$ cat config.mk
export PLATFORM = sky130hd
export DESIGN_NAME = req_arbiter_12
export DESIGN_NICKNAME = d
export VERILOG_FILES = /design/src/rtl/req_arbiter_12.sv
export SDC_FILE = /design/constraint.sdc
export NUM_CORES = 1
export LEC_CHECK = 0
export ABC_CLOCK_PERIOD_IN_PS = 4900
export CORE_MARGIN = 4
export CORE_UTILIZATION = 25
export DETAILED_ROUTE_END_ITERATION = 8
export GPL_ROUTABILITY_DRIVEN = 0
export PLACE_DENSITY = 0.43
export REMOVE_ABC_BUFFERS = 1
export SLEW_MARGIN = 20
export SYNTH_ARGS = -nofsm -noshare
export SYNTH_HDL_FRONTEND = slang
export SYNTH_SLANG_ARGS = --single-unit
export TNS_END_PERCENT = 1
$ cat constraint.sdc
create_clock -name clk -period 4.9 [get_ports clk]
set_input_delay 0.735 -clock clk [delete_from_list [all_inputs] [get_ports clk]]
set_output_delay 0.735 -clock clk [all_outputs]
set_load 0.005 [all_outputs]
$ cat src/rtl/req_arbiter_12.sv
// Sequential arbiter for N requesters: fixed or round-robin pick, registered one-hot grant held until release or hold timeout.
// Latency: req sampled in IDLE -> gnt next cycle; each grant is followed by a GAP and an IDLE cycle; no backpressure, waiting requesters simply hold req.
`timescale 1ns/1ps
module req_arbiter_12 #(
    parameter int N        = 12,
    parameter int IDW      = 4,
    parameter int RR_EN    = 1,
    parameter int MAX_HOLD = 16
) (
    input  logic           clk,
    input  logic           reset_n,
    input  logic [N-1:0]   req,
    output logic [N-1:0]   gnt,
    output logic [IDW-1:0] gnt_id,
    output logic           busy,
    output logic           timeout
);
    localparam int CW = (MAX_HOLD < 1) ? 1 : $clog2(MAX_HOLD + 1);
    localparam logic [CW-1:0]  HOLD_LIM = CW'(MAX_HOLD);
    localparam logic [IDW-1:0] PTR_RST  = IDW'(N - 1);
    localparam logic [N-1:0]   ONE      = {{(N-1){1'b0}}, 1'b1};

    typedef enum logic [1:0] {
        IDLE  = 2'd0,
        GRANT = 2'd1,
        GAP   = 2'd2
    } state_t;

    state_t         state, state_nxt;
    logic [N-1:0]   gnt_nxt;
    logic [IDW-1:0] gnt_id_nxt;
    logic           busy_nxt;
    logic           timeout_nxt;
    logic [IDW-1:0] ptr, ptr_nxt;
    logic [CW-1:0]  hold_cnt, hold_cnt_nxt;

    logic [N-1:0]   lo_mask;
    logic [N-1:0]   masked;
    logic [N-1:0]   search;
    logic [IDW-1:0] win;
    logic           owner_req;
    logic           expired;

    // Round-robin: indices at or below ptr are searched first (highest first);
    // if none of them request, the highest request overall wins, which is the wrapped part.
    always_comb begin
        lo_mask = '0;
        for (int i = 0; i < N; i++) begin
            lo_mask[i] = (i <= int'(ptr));
        end
        masked = req & lo_mask;
        search = ((RR_EN != 0) && (masked != '0)) ? masked : req;
        win    = '0;
        for (int i = 0; i < N; i++) begin
            if (search[i]) begin
                win = IDW'(i);
            end
        end
    end

    assign owner_req = |(req & gnt);
    assign expired   = (MAX_HOLD != 0) && (hold_cnt == HOLD_LIM);

    always_comb begin
        state_nxt    = state;
        gnt_nxt      = gnt;
        gnt_id_nxt   = gnt_id;
        busy_nxt     = busy;
        timeout_nxt  = 1'b0;
        ptr_nxt      = ptr;
        hold_cnt_nxt = hold_cnt;
        case (state)
            IDLE: begin
                if (req != '0) begin
                    state_nxt    = GRANT;
                    gnt_nxt      = ONE << win;
                    gnt_id_nxt   = win;
                    busy_nxt     = 1'b1;
                    hold_cnt_nxt = {{(CW-1){1'b0}}, 1'b1};
                    if (RR_EN != 0) begin
                        ptr_nxt = (win == '0) ? PTR_RST : (win - 1'b1);
                    end
                end
            end
            GRANT: begin
                // A release on the expiry edge counts as a normal release, so it is tested first.
                if (!owner_req || expired) begin
                    state_nxt   = GAP;
                    gnt_nxt     = '0;
                    gnt_id_nxt  = '1;
                    busy_nxt    = 1'b0;
                    timeout_nxt = owner_req;
                end else if (hold_cnt != {CW{1'b1}}) begin
                    hold_cnt_nxt = hold_cnt + 1'b1;
                end
            end
            GAP: begin
                state_nxt = IDLE;
            end
            default: begin
                state_nxt  = IDLE;
                gnt_nxt    = '0;
                gnt_id_nxt = '1;
                busy_nxt   = 1'b0;
            end
        endcase
    end

    always_ff @(posedge clk or negedge reset_n) begin
        if (!reset_n) begin
            state    <= IDLE;
            gnt      <= '0;
            gnt_id   <= '1;
            busy     <= 1'b0;
            timeout  <= 1'b0;
            ptr      <= PTR_RST;
            hold_cnt <= '0;
        end else begin
            state    <= state_nxt;
            gnt      <= gnt_nxt;
            gnt_id   <= gnt_id_nxt;
            busy     <= busy_nxt;
            timeout  <= timeout_nxt;
            ptr      <= ptr_nxt;
            hold_cnt <= hold_cnt_nxt;
        end
    end
endmodule

==> results of run 1 <==
final cells by class:
cell class                 instances  area, um^2
fill                             782        4951
multi-input combinational        156        1140
sequential                        29       734.5
timing repair buffer              34       332.8
tap                               99       123.9
clock buffer                       5       68.82
clock inverter                     2       35.03
inverter                           6       22.52
synthesized netlist by cell type (3+ instances only):
cell type / number / area (um^2)
dfrtp_1: 22 / 550.5
nand2_1: 17 / 63.81
nor2_1: 16 / 60.06
a32o_1: 12 / 120.1
o21ai_0: 10 / 50.05
clkbuf_1: 8 / 30.03
ha_1: 8 / 100.1
dfstp_2: 7 / 183.9
inv_1: 6 / 22.52
o22a_1: 5 / 43.79
a31oi_1: 4 / 25.02
nand2b_1: 4 / 25.02
nor3_1: 4 / 20.02
o31ai_1: 4 / 30.03
a211oi_1: 3 / 22.52
a21oi_1: 3 / 15.01
a221oi_1: 3 / 26.28
a22o_1: 3 / 26.28
a22oi_1: 3 / 22.52
a2bb2oi_1: 3 / 26.28
nor2b_1: 3 / 18.77
nor4_1: 3 / 18.77
o311ai_2: 3 / 48.80
state kept, by name, indices dropped and copies added (netlist names):
name      flops
state         2
hold_cnt      5
gnt          12
gnt_id        4
busy          1
timeout       1
ptr           4
critical path, stage by stage:
cell and delay (ns):
clkdlybuf4s50_1 0.62, a211oi_1 0.15, o311a_1 0.46, o31ai_1 0.34, a32oi_1 0.20, o22a_1 0.28
o21ai_2 0.32, inv_1 0.14, ha_1 0.29, nor3_1 0.22, nor3_1 0.07, o31ai_1 0.21
a211oi_1 0.07
how the worst max path moves through the flow:
| stage | from | to | slack [ns] |
|---|---|---|---|
| 2_1_floorplan | req[2] | ptr[3] | 1.84 |
| 3_3_place_gp | req[2] | ptr[3] | 0.75 |
| 3_5_place_dp | req[2] | ptr[3] | 0.71 |
| 4_1_cts | req[2] | ptr[3] | 0.99 |
| 5_1_grt | req[2] | ptr[3] | 0.67 |
| 6_report | req[2] | ptr[3] | 1.01 |
stage by stage:
stage | area, um^2 | cells | power (mW)
5_1_grt | 2457 | 331 | 1.870
4_1_cts | 2450 | 330 | 1.736
6_report | 2457 | 331 | 1.725
2_1_floorplan | 1897 | 191 | 1.113
3_3_place_gp | 2346 | 323 | 1.498
3_5_place_dp | 2346 | 323 | 1.486
power groups by stage:
| stage | registers, mW | logic [mW] | clock network [mW] |
|---|---|---|---|
| finish | 0.482 | 1.01 | 0.238 |
| global route | 0.494 | 1.12 | 0.255 |
| CTS | 0.479 | 1.01 | 0.245 |
| detailed placement | 0.481 | 1.00 | 0 |
| global placement | 0.485 | 1.01 | 0 |
| floorplan | 0.439 | 0.674 | 0 |
layer usage:
layer  vias to the layer above  routed length, um  track usage
met1                       899               2889       0.1868
met3                         9                316      0.02893
met5                         -                  0            0
met2                        50               2691       0.2197
li1                        852                  -            -
met4                         0                 95      0.04621
cells by family after synthesis:
logic type	after synthesis	share of synthesized area
compound gates	80	0.3471
xor+xnor	2	0.009016
fa+ha+maj	8	0.05152
buf+inv	17	0.03541
flops	29	0.3780
mux	1	0.005152
simple gates	65	0.1739
==> run summary, run 1 <==
vias in the first global route - 1838
clk sinks - 29
initial antenna violation count - 0
Slew HR - 0.5826
Critical Path RT - 5.11 ns
Worst Hold Class - flip-flop to flip-flop
DR vias - 1810
max-slew violation total from the final report - 0
Switch Pwr - 0.7886 mW
nets@finish - 254
RSZ-0062 raised after global routing - no
post-place setup slack - 0.7100 ns
clk_skew - 0.01137 ns
area grow syn2layout - 26.47%
Syn. warnings - 0
hold path endpoint - busy
Max-Cap Viols - 0
pin count of the biggest net entering global routing - 30
Mapped Cells - 202
grt ovf - 0
Yosys cell types - 61
Pint - 0.9368 mW
Max Freq - 0.2571 GHz
DIE HEIGHT - 96.16 um
crit path capture type - flip-flop
layout cell share with drive strength beyond 1 - 0.1293
setup bufs post-CTS - 0
die width - 96.16 um
# diodes - 0
CTS tree - built
Hold-fix buffers, CTS - 0
Finished Core Util - 0.3317
crit-path max FO - 8
commonest cells after routing, fill and taps aside - clkdlybuf4s50_1 (31), dfrtp_1 (22), nand2_1 (17), nor2_1 (16), a32o_1 (12)
final setup TNS - 0 ns
status - completed
total CTS buffers - 5
Top FF cell, synth - dfrtp_1
clock power share - 0.138
H-tree depth - 2
critical path class - primary input to flip-flop
sequential share of power - 0.279
drt wl/cell - 18.11 um
r2r setup slk - 1.34 ns
Comb pwr share - 0.583
Leak Pwr - 0.9738 nW
Synth Cell Area - 0.001943 mm^2
post-route ant nets - 0
number of synthesized flops with an enable pin - 0
maximum vdd ir drop - 0.2894 mV
Clock Pin Slew Worst Setup and Hold Paths - 0.07 ns
Residual DRC - 0
Seq/Total Area, Yosys - 0.3780
hold_ws - 0.4889 ns
FP Rows - 31
first-pass GRT wire length - 9.680 mm
Tightest Pin Transition - 0.6103 ns
synthesized area per cell - 9.619 um^2
critical path data arrival time - 4.09 ns
DP HPWL - 4.427 mm
post_cts resized - 0
initial DRC count - 86
FF-to-FF Start - ptr[1]
Critical Path Source Type - primary input
CTS max path bufs - 2
RR Endpoint - ptr[3]
Final Critical Period - 3.889 ns
Core ar. - 0.007408 mm^2
drt pass-1 iters - 4
I/O Pins - 32
DRT Wirelength - 5.994 mm
PwrDens - 702.1 mW/mm^2
Final Setup Violations - 0
Final WS setup - 1.011 ns
Net Sw Frac - 0.4570
global-route usage over all layers - 0.1387
fin crit share - 0.7937
R2R depth - 12
hold_sp - busy
most common cell after layout, fill and taps aside - clkdlybuf4s50_1
Fin. Hold Viols - 0
die footprint - 0.009247 mm^2
Starting Density - 0.2623
FFs w/ async S/R, synth - 1.000
Yosys reg bits - 29
DR vias/cell - 5.468
Clk Latency, worst-skew pair - 0.28 ns
I/O Buffers - 31
Hold Path Depth - 2
CTS root buf - clkbuf_8
No activity file was read; power rests on OpenSTA's default activity.
==> run 2, diff against run 1 <==
--- a/config.mk
+++ b/config.mk
@@ -5,7 +5,7 @@
 export SDC_FILE = /design/constraint.sdc
 export NUM_CORES = 1
 export LEC_CHECK = 0
-export ABC_CLOCK_PERIOD_IN_PS = 4900
+export ABC_CLOCK_PERIOD_IN_PS = 3890
 export CORE_MARGIN = 4
 export CORE_UTILIZATION = 25
 export DETAILED_ROUTE_END_ITERATION = 8
==> constraint.sdc (replaced) <==
create_clock -name clk -period 3.89 [get_ports clk]
set_input_delay 0.5835 -clock clk [delete_from_list [all_inputs] [get_ports clk]]
set_output_delay 0.5835 -clock clk [all_outputs]
set_load 0.005 [all_outputs]
==> run 2 against run 1 <==
Against the previous run: sequential power grew 21%; worst setup slack lost 0.67 ns; largest power group unchanged; largest cell class unchanged; highest routed layer unchanged; power is 31% higher; hold slack is essentially flat; clock power rose by 34%.
==> run summary, run 2 (synthesized netlist as in run 1, its figures left out) <==
fin crit share - 0.9116
Final Critical Period - 3.546 ns
pin count of the biggest net entering global routing - 30
Critical Path Start - req[2]
Net Sw Frac - 0.4415
critical path data arrival time - 3.73 ns
post-place setup slack - 0.07566 ns
filler cell count - 768
max incr delay on CP - 0.62 ns
PwrDens - 888.3 mW/mm^2
post_cts resized - 0
WP buf/inv - 2
nets@finish - 265
I/O Pins - 32
Slew HR - 0.5309
Critical Path Source Type - primary input
die footprint - 0.009247 mm^2
drt wl/cell - 17.62 um
sequential share of power - 0.257
total CTS buffers - 5
Fin. Hold Viols - 0
RSZ-0062 raised after global routing - no
top flop regs - gnt x12, hold_cnt x5
status - completed
crit-path max FO - 8
Switch Pwr - 1.001 mW
I/O Buffers - 31
clk_skew - 0.006228 ns
Final WS setup - 0.3440 ns
FF-to-FF Start - ptr[3]
CP cell instances - clkdlybuf4s50_1, a211oi_1, o311a_1, a2111oi_0, buf_4, nor2_1, a21oi_1, o21a_1, ha_1, nor3_1, nor3_1, o31ai_1, a211oi_1
Clk Latency, worst-skew pair - 0.27 ns
CTS root buf - clkbuf_8
setup bufs post-CTS - 0
vias in the first global route - 1832
Finished Core Util - 0.3445
max-slew violation total from the final report - 0
Starting Density - 0.2623
Max Freq - 0.2820 GHz
most common cell after layout, fill and taps aside - clkdlybuf4s50_1
global-route usage over all layers - 0.1391
Critical Path RT - 4.07 ns
DR vias - 1819
# diodes - 0
Pint - 1.266 mW
DIE HEIGHT - 96.16 um
grt ovf - 0
DP HPWL - 4.623 mm
Crit path max-delay family - compound AO/OA/AOI/OAI gates
Hold-fix buffers, CTS - 0
crit path capture type - flip-flop
Max-Cap Viols - 0
final setup TNS - 0 ns
die width - 96.16 um
clk sinks - 29
Final Setup Violations - 0
initial DRC count - 113
Leak Pwr - 1.033 nW
CTS max path bufs - 2
maximum vdd ir drop - 0.4073 mV
Core ar. - 0.007408 mm^2
clock power share - 0.141
Comb pwr share - 0.602
Residual DRC - 0
DR vias/cell - 5.303
FP Rows - 31
slowest CP cell - clkdlybuf4s50_1
Worst Hold Class - flip-flop to flip-flop
first-pass GRT wire length - 9.894 mm
Biggest register - gnt
area grow syn2layout - 31.36%
post-route ant nets - 0
H-tree depth - 2
drt pass-1 iters - 4
Tightest Pin Transition - 0.7021 ns
layout cell share with drive strength beyond 1 - 0.1680
commonest cells after routing, fill and taps aside - clkdlybuf4s50_1 (31), dfrtp_1 (22), nand2_1 (17), nor2_1 (16), buf_4 (14)
hold_sp - busy
critical path class - primary input to flip-flop
Largest register FFs - 12
Clock Pin Slew Worst Setup and Hold Paths - 0.06 ns
DRT Wirelength - 6.043 mm
initial antenna violation count - 0
CTS tree - built
==> run 2: changes by cell type in the layout (fill, tap and decap cells not counted) <==
cell / before / now
clkbuf_4: 1 / 0
buf_4: 2 / 14
clkinv_2: 1 / 0
clkbuf_1: 0 / 1
clkbuf_8: 5 / 6
==> run 2: layer usage <==
| layer | global-route usage | wire length (um) | vias to the layer above |
|---|---|---|---|
| met5 | 0 | 0 | - |
| met4 | 0.03436 | 32 | 0 |
| met3 | 0.02658 | 266 | 2 |
| met2 | 0.2271 | 2783 | 50 |
| met1 | 0.1882 | 2961 | 899 |
| li1 | - | - | 868 |
==> run 2: area by class of cell <==
cell class,count,area (um^2),area share
Clock buffer,7,86.33,0.03382
Timing Repair Buffer,45,415.4,0.1627
Clock inverter,1,30.03,0.01176
Inverter,6,22.52,0.008824
Tap cell,99,123.9,0.04853
Multi-Input combinational cell,156,1140,0.4466
Sequential cell,29,734.5,0.2877
==> run 2: worst paths after layout <==
path                       endpoint  cells after the start  slack, ns
setup / recovery             ptr[3]                     13       0.34
hold / removal                 busy                      2       0.49
setup reg to reg             ptr[3]                     12       0.61
hold reg to reg                busy                      2       0.49
max in group asynchronous    ptr[1]                      2       2.89
min in group asynchronous  state[0]                      2       0.69
==> run 2: worst register-to-register path: stages (launching register included) <==
cell	delay, ns
dfstp_2	0.71
a211oi_1	0.12
o311a_1	0.44
a2111oi_0	0.49
buf_4	0.20
nor2_1	0.04
a21oi_1	0.15
o21a_1	0.25
ha_1	0.30
nor3_1	0.09
nor3_1	0.13
o31ai_1	0.08
a211oi_1	0.20
==> run 2: power by group through the flow <==
stage	clock network [mW]	logic (mW)	registers, mW
2_1_floorplan	0	0.849	0.553
3_3_place_gp	0	1.39	0.592
3_5_place_dp	0	1.37	0.585
4_1_cts	0.330	1.38	0.583
5_1_grt	0.343	1.52	0.602
6_report	0.319	1.36	0.584
==> run 2: stage by stage <==
step	std cells	hold slack (ns)	total power [mW]	cell area [um^2]
5_1_grt	343	0.5198	2.468	2552
6_report	343	0.4892	2.267	2552
3_3_place_gp	335	0.4688	1.987	2436
4_1_cts	343	0.4912	2.290	2552
2_1_floorplan	191	0.2879	1.402	1897
3_5_place_dp	335	0.4703	1.957	2436
==> run 3, diff against run 2 <==
--- a/config.mk
+++ b/config.mk
@@ -6,6 +6,7 @@
 export NUM_CORES = 1
 export LEC_CHECK = 0
 export ABC_CLOCK_PERIOD_IN_PS = 3890
+export CAP_MARGIN = 25
 export CORE_MARGIN = 4
 export CORE_UTILIZATION = 25
 export DETAILED_ROUTE_END_ITERATION = 8
==> results of run 3 <==
No change in the layout: final DEF, timing and power equal those of run 2.
